===== src/rtl/uart_transmit.sv =====
// rtl/uart_transmit.sv - UART transmitter: start, 8 data bits LSB-first, optional parity, 1 or 2 stop bits
module uart_transmit #(
    parameter int CLK_HZ    = 5_000_000,
    parameter int BAUD      = 9600,
    parameter int PARITY    = 0,
    parameter int STOP_BITS = 1
) (
    input  logic       clock,
    input  logic       reset,
    input  logic [7:0] dataIn,
    input  logic       send,
    output logic       ready,
    output logic       tx,
    output logic       finished_send
);

    localparam int CLKS_PER_BIT = CLK_HZ / BAUD;
    localparam int CW = (CLKS_PER_BIT < 2) ? 1 : $clog2(CLKS_PER_BIT);
    localparam logic [CW-1:0] BAUD_LAST = CW'(CLKS_PER_BIT - 1);
    localparam logic [CW-1:0] BAUD_PRE  = CW'(CLKS_PER_BIT - 2);
    localparam logic [2:0]    STOP_LAST = 3'(STOP_BITS - 1);

    generate
        if (CLKS_PER_BIT < 2) begin : g_bad_clks
            $fatal(1, "uart_transmit: CLK_HZ/BAUD must be at least 2");
        end
        if (PARITY < 0 || PARITY > 2) begin : g_bad_parity
            $fatal(1, "uart_transmit: PARITY must be 0, 1 or 2");
        end
        if (STOP_BITS < 1 || STOP_BITS > 2) begin : g_bad_stop
            $fatal(1, "uart_transmit: STOP_BITS must be 1 or 2");
        end
    endgenerate

    typedef enum logic [2:0] {
        S_IDLE,
        S_START,
        S_DATA,
        S_PARITY,
        S_STOP
    } state_t;

    state_t        state;
    logic [CW-1:0] baud_cnt;
    logic [2:0]    bit_cnt;
    logic [7:0]    shreg;
    logic          par_bit;
    logic          baud_wrap;

    assign baud_wrap = (baud_cnt == BAUD_LAST);

    always_ff @(posedge clock) begin
        if (reset) begin
            state         <= S_IDLE;
            tx            <= 1'b1;
            ready         <= 1'b1;
            finished_send <= 1'b0;
            bit_cnt       <= '0;
            baud_cnt      <= '0;
            shreg         <= '0;
            par_bit       <= 1'b0;
        end else begin
            finished_send <= 1'b0;
            if (state != S_IDLE) begin
                baud_cnt <= baud_wrap ? '0 : baud_cnt + 1'b1;
            end
            case (state)
                S_IDLE: begin
                    if (send && ready) begin
                        shreg    <= dataIn;
                        // Parity is fixed at accept so later dataIn changes cannot leak in
                        par_bit  <= (PARITY == 2) ? ^dataIn : ~^dataIn;
                        baud_cnt <= '0;
                        bit_cnt  <= '0;
                        tx       <= 1'b0;
                        ready    <= 1'b0;
                        state    <= S_START;
                    end
                end
                S_START: begin
                    if (baud_wrap) begin
                        tx    <= shreg[0];
                        state <= S_DATA;
                    end
                end
                S_DATA: begin
                    if (baud_wrap) begin
                        if (bit_cnt == 3'd7) begin
                            bit_cnt <= '0;
                            if (PARITY != 0) begin
                                tx    <= par_bit;
                                state <= S_PARITY;
                            end else begin
                                tx    <= 1'b1;
                                state <= S_STOP;
                            end
                        end else begin
                            bit_cnt <= bit_cnt + 3'd1;
                            shreg   <= shreg >> 1;
                            tx      <= shreg[1];
                        end
                    end
                end
                S_PARITY: begin
                    if (baud_wrap) begin
                        tx      <= 1'b1;
                        bit_cnt <= '0;
                        state   <= S_STOP;
                    end
                end
                S_STOP: begin
                    // Raised one edge early so the registered pulse lands on the last stop cycle
                    if (bit_cnt == STOP_LAST && baud_cnt == BAUD_PRE) begin
                        finished_send <= 1'b1;
                    end
                    if (baud_wrap) begin
                        if (bit_cnt == STOP_LAST) begin
                            bit_cnt <= '0;
                            ready   <= 1'b1;
                            state   <= S_IDLE;
                        end else begin
                            bit_cnt <= bit_cnt + 3'd1;
                        end
                    end
                end
                default: begin
                    tx    <= 1'b1;
                    ready <= 1'b1;
                    state <= S_IDLE;
                end
            endcase
        end
    end

endmodule


===== config.mk =====
export PLATFORM = sky130hd
export DESIGN_NAME = uart_transmit
export DESIGN_NICKNAME = d
export VERILOG_FILES = /design/src/rtl/uart_transmit.sv
export SDC_FILE = /design/constraint.sdc
export NUM_CORES = 1
export LEC_CHECK = 0
export CORE_ASPECT_RATIO = 1.1
export CORE_MARGIN = 5
export CORE_UTILIZATION = 40
export DETAILED_ROUTE_END_ITERATION = 16
export GPL_TIMING_DRIVEN = 1
export PLACE_DENSITY = 0.61
export SLEW_MARGIN = 20
export SYNTH_ARGS = -nofsm -noshare
export SYNTH_HDL_FRONTEND = slang
export SYNTH_SLANG_ARGS = --single-unit

===== constraint.sdc =====
create_clock -name clock -period 2.3 [get_ports clock]
set_input_delay 0.23 -clock clock [delete_from_list [all_inputs] [get_ports clock]]
set_output_delay 0.23 -clock clock [all_outputs]
set_load 0.05 [all_outputs]

==> Word level (Yosys, flattened, before mapping) <==
Cells that the tools add are included.
{ "classes": {"n_reduce_logical": 14, "bitwise": 2, "mux": 33, "addsub": 2, "n_eq_ne": 15} }
{ "ops": {"columns": ["operator", "n"], "rows": [
  ["10-bit 2-to-1 mux", 4],
  ["3-bit 2-to-1 mux", 13],
  ["8-bit 2-to-1 mux", 3],
  ["10-bit == test, second input constant", 2],
  ["2-bit != test, second input constant", 8],
  ["8-bit one-hot mux with 2 select lines", 1],
  ["3-bit one-hot mux with 5 select lines", 1],
  ["3-bit one-hot mux with 4 select lines", 1],
  ["10-bit by 1-bit adder with 10-bit output, second input constant", 1],
  ["5-bit AND reduction", 2],
  ["1-bit 2-to-1 mux", 8],
  ["4-bit AND reduction", 2],
  ["7-bit AND reduction", 1],
  ["3-bit by 2-bit == test with 1-bit output, second input constant", 2],
  ["3-bit == test, second input constant", 2],
  ["3-bit logical NOT", 2],
  ["1-bit one-hot mux with 5 select lines", 1],
  ["4-bit nonzero test", 1],
  ["3-bit by 1-bit adder with 3-bit output, second input constant", 1],
  ["3-bit by 1-bit == test with 1-bit output, second input constant", 1],
  ["1-bit one-hot mux with 3 select lines", 1],
  ["3-bit nonzero test", 1],
  ["3-bit OR reduction", 1],
  ["1-bit logical AND", 2],
  ["3 further kinds", 4]
]} }
{ "totals": {"wordCells": 73, "reg_bits": 27, "out_inout_bits": 3} }

==> Longest topological paths before layout <==
{ "logic_depth": {"word_depth": 5, "ltp_mapped": 6, "ltp_nobuf": 6} }

==> Worst setup path before layout <==
No wires, ideal clock.
{ "synth_timing": {"path_type": "register -> register", "from": "register baud_cnt[6]", "to": "register bit_cnt[0]", "period_less_slack_ns": 2.029, "setup_time_ns": 0.072, "n_path_buf": 0, "path_stages_with_launch": 5, "path_slack_ns": 0.271, "arrival_time_ns": 1.957, "path_cell_list": "dfxtp_1 or4b_4 or4_4 a311oi_4 mux2i_1"} }
{ "synth_via": {"elab_chain_cells": 3, "elab_cells_between_ends": 5, "cone_classes": "4 x eq/ne; 1 x reduce/logical"} }
{ "synth_lines": {"columns": ["item", "line_no", "source"], "rows": [
  ["start, declared", "44", "logic [CW-1:0] baud_cnt;"],
  ["start signal, assigned", "65", "baud_cnt <= baud_wrap ? '0 : baud_cnt + 1'b1;"],
  ["10-bit == test *", "50", "assign baud_wrap = (baud_cnt == BAUD_LAST);"],
  ["2-bit != test (no source line)", null, null],
  ["5-bit AND reduction (no source line) *", null, null],
  ["end signal, assigned", "98", "bit_cnt <= bit_cnt + 3'd1;"],
  ["end signal, assigned", "122", "bit_cnt <= bit_cnt + 3'd1;"],
  ["end, declared", "45", "logic [2:0] bit_cnt;"]
]} }
Every way passes the cells marked *; elsewhere a longest branch is shown, timed or not.
A chain may end at the register's enable or synchronous reset.

==> Worst setup path after layout <==
{ "layout_timing": {"from": "register baud_cnt[6]", "to": "register bit_cnt[2]"} }
The elaborated chain is that of the path after synthesis.

==> flow_summary.yaml <==
run_status:
  status: "finished clean"
floorplan:
  die_area_um2: 5300
  start_util_pct: 40.4
  fp.dieW_um: 69.9
  core_area_um2: 3900
  io_pins: 14
  die_h_um: 75.8
  rows: 24
finish:
  final_nets: 214
  drive_above_1_share_pct: 14.7
  multi_input_area_um2: 978
  final_cell_area_um2: 1870
  diodes: 0
  area_delta_synth_final_pct: 18.5
  mostFrequentLayoutCell: "dfxtp_1"
  seqCellArea_um2: 541
  fillers: 389
  layout_common_cells: "dfxtp_1, nand2_1, mux2i_1, clkdlybuf4s50_1"
  layout.cells.non_filler: 249
setup_path:
  rrSetupSlack_ns: 0.13
  required_ns: 2.51
  crit_path_end_kind: "register"
  crit_path_max_incr_delay_ns: 0.57
  rr_worst_depth: 4
  crit_arrival_ns: 2.38
  reg2reg_to: "bit_cnt[2]$_SDFFE_PP0P_"
  reg2reg_from: "baud_cnt[6]$_SDFF_PP0_"
  crit_slowest_cell: "or4b_4"
  cp_max_fo: 7
  startpoint_type: "register"
  path_cells: "or4b_4 -> or4_4 -> a311oi_4 -> mux2i_1"
  criticalPathCategory: "reg -> reg"
power:
  ir_drop_uv: 320
  p_total_mw: 1.11
  powerDensity_nw_per_um2: 596
  cellLeakagePower_nw: 0.687
timing:
  setup_ws_ns: 0.131
  fmax_ghz: 0.461
  worst_pin_slew_ns: 0.509
  post-route-min-period_ns: 2.17
  final.period_utilization_pct: 94.3
  max-slew-margin-rel_pct: 66.0
  slew_violations: 0
  setup_violations: 0
  hold_viol: 0
  rsz0062_at_grt: "false"
  fin_skew_ns: 0.00349
  fin_tns_setup_ns: 0
clock_tree:
  cts_setup_buffers: 0
  clock_path_buffers: 2
  clk_latency_ns: 0.27
  cts_resized: 0
  clk_pin_slew_worst_paths_ns: 0.10
  cts_tree: "done"
  cts_inserted_buffers: 3
  clock-root-buffer: "clkbuf_8"
  h-tree-depth: 1
  clock-sinks: 27
  hold_buffers: 0
placed_design:
  dp_cells: 245
  port_buffers: 13
  gp_congestion: 0.846
  place_area_um2: 1820
  preCtsSetupSlack_ns: 0.152
  dpl.hpwl_mm: 2.88
grt:
  grt_first_pass_wirelength_mm: 6.60
  antenna_found_initial: 0
  overflow: 0
  grt_max_degree: 17
  grt_usage_pct: 15.2
  grt_pass1_vias: 1416
detailed_routing:
  wl_per_cell_um: 15.5
  first_pass_iters: 4
  wl_mm: 3.86
  vias: 1447
  viasPerCell: 5.81
  initialDrtViolationCount: 66
  ant_nets: 0
  drc_errors: 0
worst_hold_path:
  holdPathStages: 2
  hold_path_class: "reg -> reg"
  worst_hold_path.endpoint: "baud_cnt[0]$_SDFF_PP0_"
  hp-start: "baud_cnt[0]$_SDFF_PP0_"
synthesis:
  synth_area_per_cell_um2: 8.86
  synthFlopType: "dfxtp_1"
  yosys_warnings: 0
  synth_top_area_share_pct: 34.3
  synth_nets: 194
  synth_edf_count: 0
  synthArstFlopShare_pct: 0
  postSynthRegisterBits: 27
  yosysUniqueCellTypes: 47
  yosysTopAreaCell: "dfxtp_1"
  synth-seq-area-share_pct: 34.3
  syn_inst: 178
  syn-cell-area_um2: 1580
  synthTopCellsByArea: "dfxtp_1, mux2i_1, a311oi_1"
run:
  max-cap-violations: 0
## routing by layer
| metal | up-vias | wire length, µm | track usage (%) |
|---|---|---|---|
| met2 | 26 | 1920 | 28.0 |
| met5 | - | 0 | 0 |
| met3 | 2 | 113 | 2.24 |
| li1 | 727 | - | - |
| met4 | 0 | 21 | 3.83 |
| met1 | 692 | 1800 | 18.7 |
## sequential cells by signal, summed over array words and instances, names as in the netlist
name / count
tx: 1
shreg: 8
state: 3
bit_cnt: 3
ready: 1
finished_send: 1
baud_cnt: 10
## worst max-delay path, delay by kind of cell, from the launching register on
family | cells | cell delay, ns
AO/OA/AOI/OAI | 1 | 0.37
AND/OR/NAND/NOR | 2 | 1.11
multiplexers | 1 | 0.24
flip-flops | 1 | 0.38
## cell families (layout without fill, tap and decap cells)
| family | count (synthesis) | in the layout | synth area share (%) |
|---|---|---|---|
| AOI/OAI and AO/OA | 51 | 51 | 24.2 |
| xor gates and xnor gates | 3 | 3 | 1.67 |
| adders and majority gates | 5 | 5 | 3.97 |
| buffers and inverters | 15 | 34 | 3.65 |
| DFF | 27 | 27 | 34.3 |
| muxes | 13 | 13 | 8.25 |
| and+or+nand+nor | 64 | 64 | 24.0 |
## report_power, final
part | total (mW) | internal, mW | switching, mW
sequential | 0.537 | 0.506 | 0.0303
combinational | 0.297 | 0.129 | 0.168
clock | 0.280 | 0.124 | 0.156
## how the worst max path moves through the flow
stage                                 from                       to  slack (ns)  cells past startpoint
floorplan           baud_cnt[6]$_SDFF_PP0_  bit_cnt[0]$_SDFFE_PP0P_        0.27                      4
global placement    baud_cnt[6]$_SDFF_PP0_  bit_cnt[1]$_SDFFE_PP0P_        0.22                      4
detailed placement  baud_cnt[6]$_SDFF_PP0_  bit_cnt[2]$_SDFFE_PP0P_        0.15                      4
CTS                 baud_cnt[6]$_SDFF_PP0_  bit_cnt[2]$_SDFFE_PP0P_        0.13                      4
global route        baud_cnt[6]$_SDFF_PP0_  bit_cnt[1]$_SDFFE_PP0P_        0.06                      4
finish              baud_cnt[6]$_SDFF_PP0_  bit_cnt[2]$_SDFFE_PP0P_        0.13                      4
## cells in the mapped netlist (all sizes together), types with 4 or more instances
cell type / n
a21oi: 12
mux2i: 13
ha: 5
a311oi: 9
nand2b: 6
dfxtp: 27
nand2: 13
o21ai: 5
nor2: 9
nor3: 4
nand3: 6
clkbuf: 8
inv: 5
a31oi: 11
nand4: 4
## through the flow
step | utilization, % | hold slack, ns
2_1_floorplan | - | 0.384
3_3_place_gp | 46.7 | 0.475
3_5_place_dp | 46.7 | 0.496
4_1_cts | 47.9 | 0.512
5_1_grt | 47.9 | 0.539
6_report | 47.9 | 0.508
## layout make-up
type	instances	share of cell area, %
inverters	5	1.00
well taps	52	3.48
flip-flops and latches	27	28.9
multi-input cells	136	52.4
clock buffers	4	2.41
repair buffers	25	11.8
Note: power is estimated with default switching activity, not from simulation.
==> patch (config.mk and constraints unchanged) <==
The 5 states of `state_t` get a one-hot encoding in 5 bits.
--- a/src/rtl/uart_transmit.sv
+++ b/src/rtl/uart_transmit.sv
@@ -33,10 +33,10 @@
     endgenerate
 
-    typedef enum logic [2:0] {
-        S_IDLE,
-        S_START,
-        S_DATA,
-        S_PARITY,
-        S_STOP
+    typedef enum logic [4:0] {
+        S_IDLE   = 5'b00001,
+        S_START  = 5'b00010,
+        S_DATA   = 5'b00100,
+        S_PARITY = 5'b01000,
+        S_STOP   = 5'b10000
     } state_t;
 
Formal check against the unedited RTL: no difference found for any inputs over 10 cycles, from zero or initial values and one cycle with reset high; not proved beyond that.
==> patch against the original RTL <==
Maximum frequency increased by 16%. Sequential cell count increased by 1. Non-clock buffer count decreased by 5. Total power increased by 10%. Worst setup slack improved by 0.30 ns. Synthesized area increased by 8.0%. Routed wire length decreased by 9.2%. Cell area increased by 3.1%.
==> patch: results (changes against the original RTL) <==
qor: layout.final_cell_count_no_fill 264 [was 249]
qor: synth.avg_cell_area_syn 8.43 um^2 [was 8.86 um^2]
qor: global_routing.grt_antenna_before_repair 0 [unchanged]
qor: drt.routed-wl-met2 1.56 mm [was 1.92 mm]
qor: power.intPower 842 uW [was 759 uW]
qor: worst_setup_path.r2r_start state[2] [was baud_cnt[6]]
qor: power.cellLeakagePower 0.000770 uW [was 0.000687 uW]
qor: outcome.run_status finished, final reports clean [unchanged]
qor: drt.initialDrtViolationCount 91 [was 66]
qor: synth.synth.top_cells.by_area sky130_fd_sc_hd__dfxtp_1, sky130_fd_sc_hd__nand2_1, sky130_fd_sc_hd__mux2_4 [was sky130_fd_sc_hd__dfxtp_1, sky130_fd_sc_hd__mux2i_1, sky130_fd_sc_hd__a311oi_1]
qor: sta.worst_pin_slew 0.619 ns [was 0.509 ns]
qor: synth.synth.cells.most_frequent sky130_fd_sc_hd__nand2_1, sky130_fd_sc_hd__dfxtp_1, sky130_fd_sc_hd__nand3_1 [was sky130_fd_sc_hd__dfxtp_1, sky130_fd_sc_hd__mux2i_1, sky130_fd_sc_hd__nand2_1]
qor: synth.syn_nets 218 [was 194]
qor: global_routing.met3_usage 2.17% [was 2.24%]
qor: synth.synth_adder_area_share 3.67% [was 3.97%]
qor: synth.synth_compound_area_share 14.9% [was 24.2%]
qor: power.vdd_ir_drop_max 0.281 mV [was 0.320 mV]
qor: worst_setup_path.critical_path.max_stage_delay 0.52 ns [was 0.57 ns]
qor: layout.nFillCells 421 [was 389]
qor: place.gp_routability_congestion 0.766 [was 0.846]
qor: layout.finalNetCount 229 [was 214]
qor: global_routing.global_route.usage.met2 20.9% [was 28.0%]
qor: layout.final_layout_size_suffix_gt1_share 13.2% [was 14.7%]
qor: drt.avgViaCountPerCell 5.34 [was 5.81]
qor: drt.met3_length 134 um [was 113 um]
qor: global_routing.grt.met1_usage 18.2% [was 18.7%]
qor: min_path.holdCritStartpoint shreg[7] [was baud_cnt[0]]
qor: sta.worst_clock_skew_on_the_final_layout 0.00232 ns [was 0.00349 ns]
qor: worst_setup_path.critical_path_arrival 2.05 ns [was 2.38 ns]
qor: global_routing.vias_in_the_first_global_route 1342 [was 1416]
qor: synth.synth_xor_xnor_area_share 1.03% [was 1.67%]
qor: place.placedCellCount 260 [was 245]
qor: drt.wl 3.50 mm [was 3.86 mm]
qor: drt.route.layer.met1.wl 1.72 mm [was 1.80 mm]
qor: global_routing.grtUsageTotal 13.5% [was 15.2%]
qor: synth.ys_seq_area_share 32.9% [was 34.3%]
qor: place.dp_hpwl 2.52 mm [was 2.88 mm]
qor: global_routing.grt_first_pass_wirelength 6.18 mm [was 6.60 mm]
qor: layout.reg_top3 baud_cnt x10, shreg x8, state x4 [was baud_cnt x10, shreg x8]
qor: synth.synthMuxAreaShare 10.3% [was 8.25%]
[patch: cell types whose count changed after synthesis, sizes merged, moves of 4 or more]
| cell | unedited run | this run |
|---|---|---|
| nand2 | 13 | 37 |
| nand3 | 6 | 18 |
| a31oi | 11 | 0 |
| a311oi | 9 | 1 |
| buf | 2 | 9 |
| mux2 | 0 | 7 |
| nor2b | 3 | 10 |
| mux2i | 13 | 7 |
| and3 | 0 | 4 |
| nand2b | 6 | 2 |
| nor2 | 9 | 5 |
[patch: kinds of logic after synthesis]
logic type,after synthesis
AO/OA/AOI/OAI,37
XOR/XNOR,2
adder cells (fa/ha/maj),5
buffers and inverters,22
flip-flops,28
multiplexers,14
AND/OR/NAND/NOR,94
[patch: metrics by stage]
stage / util [%] / setup WS, ns / instance area (um^2)
2_1_floorplan: - / 0.465 / 1700
3_3_place_gp: 46.1 / 0.422 / 1870
3_5_place_dp: 46.1 / 0.450 / 1870
4_1_cts: 47.5 / 0.427 / 1930
5_1_grt: 47.5 / 0.281 / 1930
6_report: 47.5 / 0.433 / 1930
[patch: power groups by stage]
| stage | clock network [uW] | logic, uW | registers [uW] |
|---|---|---|---|
| after detailed placement | 0 | 339 | 584 |
| after global routing | 340 | 368 | 582 |
| after CTS | 325 | 340 | 574 |
| after global placement | 0 | 342 | 585 |
| after floorplan | 0 | 255 | 594 |
| final | 318 | 338 | 574 |
[patch: cell type report]
type	instances	area (um^2)	share of cell area, %
multi-input combinational	152	1030	53.6
sequential	28	561	29.1
timing repair buffer	20	183	9.49
tap	52	65.1	3.38
clock buffer	4	55.1	2.86
inverter	8	30.0	1.56
[patch: final timing paths]
path	to	slack, ns	depth (start not counted)
worst min register to register	shreg[7]	0.47	2
worst max register to register	shreg[3]	0.43	4
worst max-delay path	shreg[3]	0.43	4
worst min-delay path	shreg[7]	0.47	2
